===== src/rtl/bu_uart_rx_pkg.sv =====
// bu_uart_rx_pkg: shared FSM state encoding and default bit timing for the UART receiver
package bu_uart_rx_pkg;
  localparam int CLKS_PER_BIT_DEF = 104;
  typedef enum logic [2:0] {
    S_IDLE  = 3'd0,
    S_START = 3'd1,
    S_DATA  = 3'd2,
    S_STOP  = 3'd3,
    S_BREAK = 3'd4
  } state_t;
endpackage


===== src/rtl/bu_uart_rx_sync2.sv =====
// sync2: two-flop synchronizer for the asynchronous serial line, resets to the idle level
module sync2 (
  input  logic clk,
  input  logic rst,
  input  logic i_d,
  output logic o_q
);
  logic r_meta;
  logic r_q;
  always_ff @(posedge clk or negedge rst)
    if (!rst) begin
      r_meta <= 1'b1;
      r_q    <= 1'b1;
    end else begin
      r_meta <= i_d;
      r_q    <= r_meta;
    end
  assign o_q = r_q;
endmodule


===== src/rtl/bu_uart_rx.sv =====
// bu_uart_rx: 8N1 UART receiver with mid-bit sampling, one-cycle data and framing-error strobes
module bu_uart_rx
  import bu_uart_rx_pkg::*;
#(
  parameter int CLKS_PER_BIT = CLKS_PER_BIT_DEF
) (
  input  logic       clk,
  input  logic       rst,
  input  logic       rx,
  output logic       bu_rx_data_rdy,
  output logic [7:0] bu_rx_data,
  output logic       bu_rx_frame_err,
  output logic       bu_rx_busy
);
  localparam logic [11:0] HALF_M1 = 12'(CLKS_PER_BIT / 2 - 1);
  localparam logic [11:0] BIT_M1  = 12'(CLKS_PER_BIT - 1);
  logic        w_line;
  state_t      r_state, w_state;
  logic [11:0] r_cnt, w_cnt;
  logic [2:0]  r_idx, w_idx;
  logic [7:0]  r_shift, w_shift;
  logic [7:0]  r_data, w_data;
  logic        r_rdy, w_rdy;
  logic        r_ferr, w_ferr;
  logic        w_half;
  logic        w_full;
  sync2 u_sync (
    .clk (clk),
    .rst (rst),
    .i_d (rx),
    .o_q (w_line)
  );
  assign w_half = r_cnt == HALF_M1;
  assign w_full = r_cnt == BIT_M1;
  always_ff @(posedge clk or negedge rst)
    if (!rst) begin
      r_state <= S_IDLE;
      r_cnt   <= '0;
      r_idx   <= '0;
      r_shift <= '0;
      r_data  <= '0;
      r_rdy   <= 1'b0;
      r_ferr  <= 1'b0;
    end else begin
      r_state <= w_state;
      r_cnt   <= w_cnt;
      r_idx   <= w_idx;
      r_shift <= w_shift;
      r_data  <= w_data;
      r_rdy   <= w_rdy;
      r_ferr  <= w_ferr;
    end
  // Counter restarts at every sample point so it never runs past one bit time
  always_comb begin
    w_state = r_state;
    w_cnt   = r_cnt + 12'd1;
    w_idx   = r_idx;
    w_shift = r_shift;
    w_data  = r_data;
    w_rdy   = 1'b0;
    w_ferr  = 1'b0;
    case (r_state)
      S_IDLE: begin
        w_cnt   = '0;
        w_state = w_line ? S_IDLE : S_START;
      end
      S_START:
        if (w_half) begin
          w_cnt   = '0;
          w_idx   = '0;
          w_state = w_line ? S_IDLE : S_DATA;
        end
      S_DATA:
        if (w_full) begin
          w_cnt          = '0;
          w_shift[r_idx] = w_line;
          w_idx          = r_idx + 3'd1;
          w_state        = (r_idx == 3'd7) ? S_STOP : S_DATA;
        end
      S_STOP:
        if (w_full) begin
          w_cnt   = '0;
          w_rdy   = w_line;
          w_ferr  = !w_line;
          w_data  = w_line ? r_shift : r_data;
          w_state = w_line ? S_IDLE : S_BREAK;
        end
      S_BREAK: begin
        w_cnt   = '0;
        w_state = w_line ? S_IDLE : S_BREAK;
      end
      default: w_state = S_IDLE;
    endcase
  end
  assign bu_rx_data_rdy  = r_rdy;
  assign bu_rx_data      = r_data;
  assign bu_rx_frame_err = r_ferr;
  assign bu_rx_busy      = r_state != S_IDLE;
endmodule


===== config.mk =====
export PLATFORM = sky130hd
export DESIGN_NAME = bu_uart_rx
export DESIGN_NICKNAME = d
export VERILOG_FILES = /design/src/rtl/bu_uart_rx_pkg.sv /design/src/rtl/bu_uart_rx_sync2.sv /design/src/rtl/bu_uart_rx.sv
export SDC_FILE = /design/constraint.sdc
export NUM_CORES = 1
export LEC_CHECK = 0
export ABC_AREA = 1
export CAP_MARGIN = 15
export CORE_ASPECT_RATIO = 0.6
export CORE_MARGIN = 2
export CORE_UTILIZATION = 31
export DETAILED_ROUTE_END_ITERATION = 6
export PLACE_DENSITY_LB_ADDON = 0.2
export SLEW_MARGIN = 20
export SYNTH_ARGS = -nofsm -noshare
export SYNTH_HDL_FRONTEND = slang
export SYNTH_SLANG_ARGS = --single-unit

===== constraint.sdc =====
create_clock -name clk -period 2 [get_ports clk]
set_input_delay 0.2 -clock clk [delete_from_list [all_inputs] [get_ports clk]]
set_output_delay 0.2 -clock clk [all_outputs]
set_load 0.02 [all_outputs]

### Yosys cells after proc, flatten, opt, wreduce, memory -nomap -nowiden

Cells that the tools add are included.

| word-level totals | value |
|---|---|
| latch bits | 0 |
| register bits | 38 |
| memories kept | 0 |
| input port bits | 3 |
| bits in read-only memories | 0 |
| bits in writable memories | 0 |

| cells by class | value |
|---|---|
| $add $sub $neg | 2 |
| $lt $le $gt $ge | 2 |
| multiplexer cells | 21 |
| equality and inequality tests | 10 |
| div/mod/pow operators | 0 |
| reductions and logical operators | 11 |
| $mul | 0 |
| shift operators | 0 |
| bitwise logic cells | 0 |

Operators by type and width:

| kind | count |
|---|---|
| $pmux W12 S3 | 1 |
| $mux W12 | 2 |
| $mux W3 | 6 |
| $pmux W3 S5 | 1 |
| $add A12 B1 Y12 const B | 1 |
| $eq A12 B6 Y1 const B | 1 |
| $eq A12 B7 Y1 const B | 1 |
| $reduce_and A3 Y1 | 3 |
| $bwmux W8 | 1 |
| $mux W1 | 7 |
| $eq A3 B2 Y1 const B | 2 |
| $eq A3 B3 Y1 const B | 2 |
| $ne A2 B2 Y1 const B | 3 |
| $pmux W3 S2 | 1 |
| $lt A3 B4 Y1 const B | 1 |
| $reduce_or A2 Y1 | 2 |
| $add A3 B1 Y3 const B | 1 |
| $demux W1 S3 | 1 |
| $eq A3 B1 Y1 const B | 1 |
| $ge A3 B1 Y1 const B | 1 |
| $logic_not A3 Y1 | 1 |
| $reduce_bool A3 Y1 | 1 |
| $mux W2 | 1 |
| $reduce_and A2 Y1 | 1 |
| 3 further kinds | 3 |

### Longest topological paths before layout

| logic depth | value |
|---|---|
| depth in word-level cells | 5 |
| mapped depth | 10 |
| gate-level depth less buffers | 9 |

### Cells and area by module

A second synthesis with hierarchy kept.

| second synthesis, totals | value |
|---|---|
| cell total of the unflattened synthesis | 264 |
| area, all modules | 2070.7 µm² |

Modules (own cells, without submodules):

| module | cells each | instances | area each (µm²) | seq. area each (µm²) |
|---|---|---|---|---|
| bu_uart_rx | 262 | 1 | 2018.2 | 900.9 |
| sync2 | 2 | 1 | 52.6 | 52.6 |

### Worst setup path before layout

OpenSTA, ideal clock, no wires.

| path | value |
|---|---|
| kind | register to register |
| start | register r_cnt[0] |
| end | register r_idx[0] |
| arrival | 1.338 ns |
| stages on the path, launching flop included | 8 |
| slack | 0.545 ns |
| path through | dfrtp_1 -> ha_1 -> nor3b_1 -> nand3b_4 -> nand2_2 -> nand2_1 -> nand2_1 -> nand2_1 |

| on the way | value |
|---|---|
| cells in the longest elaborated chain, start to end | 3 |
| elaborated cells between the ends (all ways) | 5 |
| classes of those cells | 4 x eq/ne; 1 x reduce/logical |

Ends and longest elaborated chain:

| item | RTL line | source |
|---|---|---|
| start: declaration | bu_uart_rx.sv:19 | `logic [11:0] r_cnt, w_cnt;` |
| start signal: assignment | bu_uart_rx.sv:46 | `r_cnt <= w_cnt;` |
| $eq A12 B7 Y1 or $eq A12 B6 Y1 (tied branches) | bu_uart_rx.sv:34, bu_uart_rx.sv:33 |  |
| $ne A2 B2 Y1 (no line) | - |  |
| $reduce_and A3 Y1 (no line) * | - |  |
| end signal: assignment | bu_uart_rx.sv:47 | `r_idx <= w_idx;` |
| end: declaration | bu_uart_rx.sv:20 | `logic [2:0] r_idx, w_idx;` |

Every way passes the cells marked *; elsewhere a longest branch is shown, timed or not.
A chain may end at the register's enable or synchronous reset.

### Worst setup path after layout

| path | value |
|---|---|
| start | register r_state[0] |
| end | output bu_rx_busy |

| on the way | value |
|---|---|
| cells in the longest elaborated chain, start to end | 1 |

Ends and longest elaborated chain:

| item | RTL line | source |
|---|---|---|
| start: declaration | bu_uart_rx.sv:18 | `state_t r_state, w_state;` |
| start signal: assignment | bu_uart_rx.sv:45 | `r_state <= w_state;` |
| $reduce_bool A3 Y1 | bu_uart_rx.sv:98 | `assign bu_rx_busy = r_state != S_IDLE;` |
| end: declaration | bu_uart_rx.sv:13 | `output logic bu_rx_busy` |

Every way passes these cells.

==> impl_metrics.tcl <==
set metrics [dict create \
    status "finished with violations" \
    violations "hold timing" \
    antenna_found_initial 0 \
    crit_arrival_ns 1.53 \
    fin_nets 290 \
    ys_seq_area_frac 0.453 \
    hpwl_mm 3.42 \
    worst_slew_pin_slew_ns 0.534 \
    crit_type "reg -> out" \
    grt_max_degree 39 \
    dp_slack_ns 0.309 \
    min_period_over_period 0.863 \
    synth_most_common_cell "nand2_1" \
    diodes 0 \
    clock-sinks 38 \
    dominantRegCellSynth "dfrtp_1" \
    setup_viol 0 \
    p_per_area_nw_per_um2 643 \
    synth.area.top_cells "dfrtp_1 43%, nand2_1 16%, nand3_1 6.9%, nor2_1 4.6%, nand4_1 4.2%" \
    maxCapViolCount 0 \
    fin_setup_tns_ns 0 \
    die_y_um 67.8 \
    async_reset_ff_frac 1.00 \
    synth-warning-count 0 \
    drv_slew 0 \
    slew_headroom 0.643 \
    std_cell_rows 23 \
    wl_per_cell_um 12.7 \
    start_util 0.318 \
    gp_congestion 0.838 \
    finClkSkew_ns 0.00432 \
    total_leakage_power_nw 1.19 \
    drt-initial-drc-count 111 \
    clk_pin_slew_ns 0.06 \
    cts-root-buf "clkbuf_16" \
    vias 1776 \
    hp-class "in -> async" \
    syn_inst 267 \
    postCtsSetupBuffers 0 \
    min_period_ns 1.73 \
    die_x_um 110 \
    timing.final.ws_setup_ns 0.273 \
    cts_hold_buf 0 \
    drive_above_1_share 0.133 \
    start_kind "flip-flop" \
    critical_path_peak_fanout 5 \
    cp.required_ns 1.80 \
    cts-htree-levels 2 \
    fmax_ghz 0.579 \
    syn_area_per_cell_um2 7.88 \
    antenna_left 0 \
    grt_pass1_vias 1635 \
    synth_top_cell_by_area "dfrtp_1" \
    grt_usage 0.143 \
    totalWireLength_mm 4.72 \
    reg2reg_slack_ns 0.30 \
    reg2reg_depth 8 \
    cts_tree "done" \
    syn-num-nets 273 \
    dieArea_um2 7490 \
    clockBufferDepth 2 \
    first_pass_iters 4 \
    crit-reg2reg-launch "r_cnt[0]$_DFF_PN0_" \
    crit_path_end_kind "output pin" \
    io_buffers 13 \
    cts-resized-gates 0 \
    rsz0062_at_grt "no" \
    netlist_area_um2 2100 \
    peakVddDrop_uv 339 \
    synth_top_area_frac 0.428 \
    ys_types 30 \
    area_growth_pct 17.4 \
    grt-ovfl-total 0 \
    core_um2 6620 \
    cts_made_buffers 5 \
    r2r_end "bu_rx_data[5]$_DFFE_PN0P_" \
    synth_edf_count 0 \
    grt_pass1_wl_mm 8.06 \
    fillCellCount 690 \
    yosys-top-cells-count "88 x nand2_1, 36 x dfrtp_1, 29 x nand3_1" \
    clk-insertion-delay-late_ns 0.28 \
    final_hold_viol_count 36 \
    ys_seq_elements 38 \
    via_per_inst 4.77 \
    holdWs_ns -0.0238 \
    drcViolationCount 0 \
    design.portCount 14 \
]
[through the flow]
step | cell area [um^2] | instances | utilization | power (W)
floorplan | 2100 | 267 | - | 0.000794
detailed placement | 2320 | 364 | 0.350 | 0.000816
global placement | 2320 | 364 | 0.350 | 0.000816
CTS | 2470 | 372 | 0.373 | 0.00162
global route | 2470 | 372 | 0.373 | 0.00165
finish | 2470 | 372 | 0.373 | 0.00159
[registers in the layout, indices dropped and copies added, names as in the netlist]
signal,cells
r_cnt,12
bu_rx_data,8
r_shift,8
r_idx,3
r_state,3
bu_rx_data_rdy,1
bu_rx_frame_err,1
u_sync.o_q,1
u_sync.r_meta,1
[metal layers]
| layer | global-route usage | routed length, um | up-vias |
|---|---|---|---|
| met1 | 0.238 | 2620 | 798 |
| met5 | 0 | 0 | - |
| li1 | - | - | 913 |
| met4 | 0.0234 | 30 | 0 |
| met3 | 0.0314 | 422 | 2 |
| met2 | 0.182 | 1640 | 63 |
[worst max-delay path, stage by stage, from the launching register on]
cell and delay, ns:
dfrtp_1 0.44, nor2_1 0.17, nand2_1 0.09, clkdlybuf4s50_1 0.55
[logic make-up (layout without fill, tap and decap cells)]
| group | Yosys count | after routing | share of synthesized area |
|---|---|---|---|
| compound gates | 16 | 16 | 0.0511 |
| buf+inv | 28 | 46 | 0.0583 |
| xor+xnor | 2 | 2 | 0.00832 |
| flops | 38 | 38 | 0.453 |
| simple gates | 180 | 180 | 0.411 |
| fa+ha+maj | 3 | 3 | 0.0178 |
[cells in the final DEF, fill, tap and decap left out, drive strengths merged, types with 4 or more instances in the layout]
cell type | synthesis | final
inv | 20 | 20
nand4 | 14 | 14
clkbuf | 0 | 6
o21bai | 4 | 4
nand2 | 96 | 96
clkinv | 3 | 4
o21ai | 4 | 4
clkdlybuf4s50 | 0 | 12
dfrtp | 36 | 36
o211ai | 6 | 6
nor2 | 32 | 32
nand3 | 32 | 32
[how the worst max path moves through the flow]
stage                                       from                   endpoint  depth (start not counted)
after floorplan               r_cnt[0]$_DFF_PN0_       r_idx[0]$_DFFE_PN0P_                          7
after global placement        r_cnt[0]$_DFF_PN0_  bu_rx_data[7]$_DFFE_PN0P_                          8
after CTS                 r_state[0]$_DFFE_PN0P_                 bu_rx_busy                          3
after global routing          r_cnt[0]$_DFF_PN0_  bu_rx_data[4]$_DFFE_PN0P_                          8
after detailed placement      r_cnt[0]$_DFF_PN0_  bu_rx_data[7]$_DFFE_PN0P_                          8
final                     r_state[0]$_DFFE_PN0P_                 bu_rx_busy                          3
[layout make-up]
| cell class | count | area [um^2] | area share |
|---|---|---|---|
| Clock buffer | 6 | 139 | 0.0562 |
| Timing Repair Buffer | 15 | 140 | 0.0567 |
| Sequential cell | 38 | 953 | 0.386 |
| Multi-Input combinational cell | 201 | 1030 | 0.416 |
| Tap cell | 87 | 109 | 0.0441 |
| Inverter | 23 | 88.8 | 0.0359 |
| Clock inverter | 2 | 12.5 | 0.00506 |
[power by group]
group | total, W | leakage [nW] | internal [W] | switching (W)
Combinational | 0.0000207 | 0.604 | 0.00000430 | 0.0000163
Clock | 0.000789 | 0.0729 | 0.000493 | 0.000296
Sequential | 0.000780 | 0.509 | 0.000773 | 0.00000713
(Power assumes the default switching activity.)
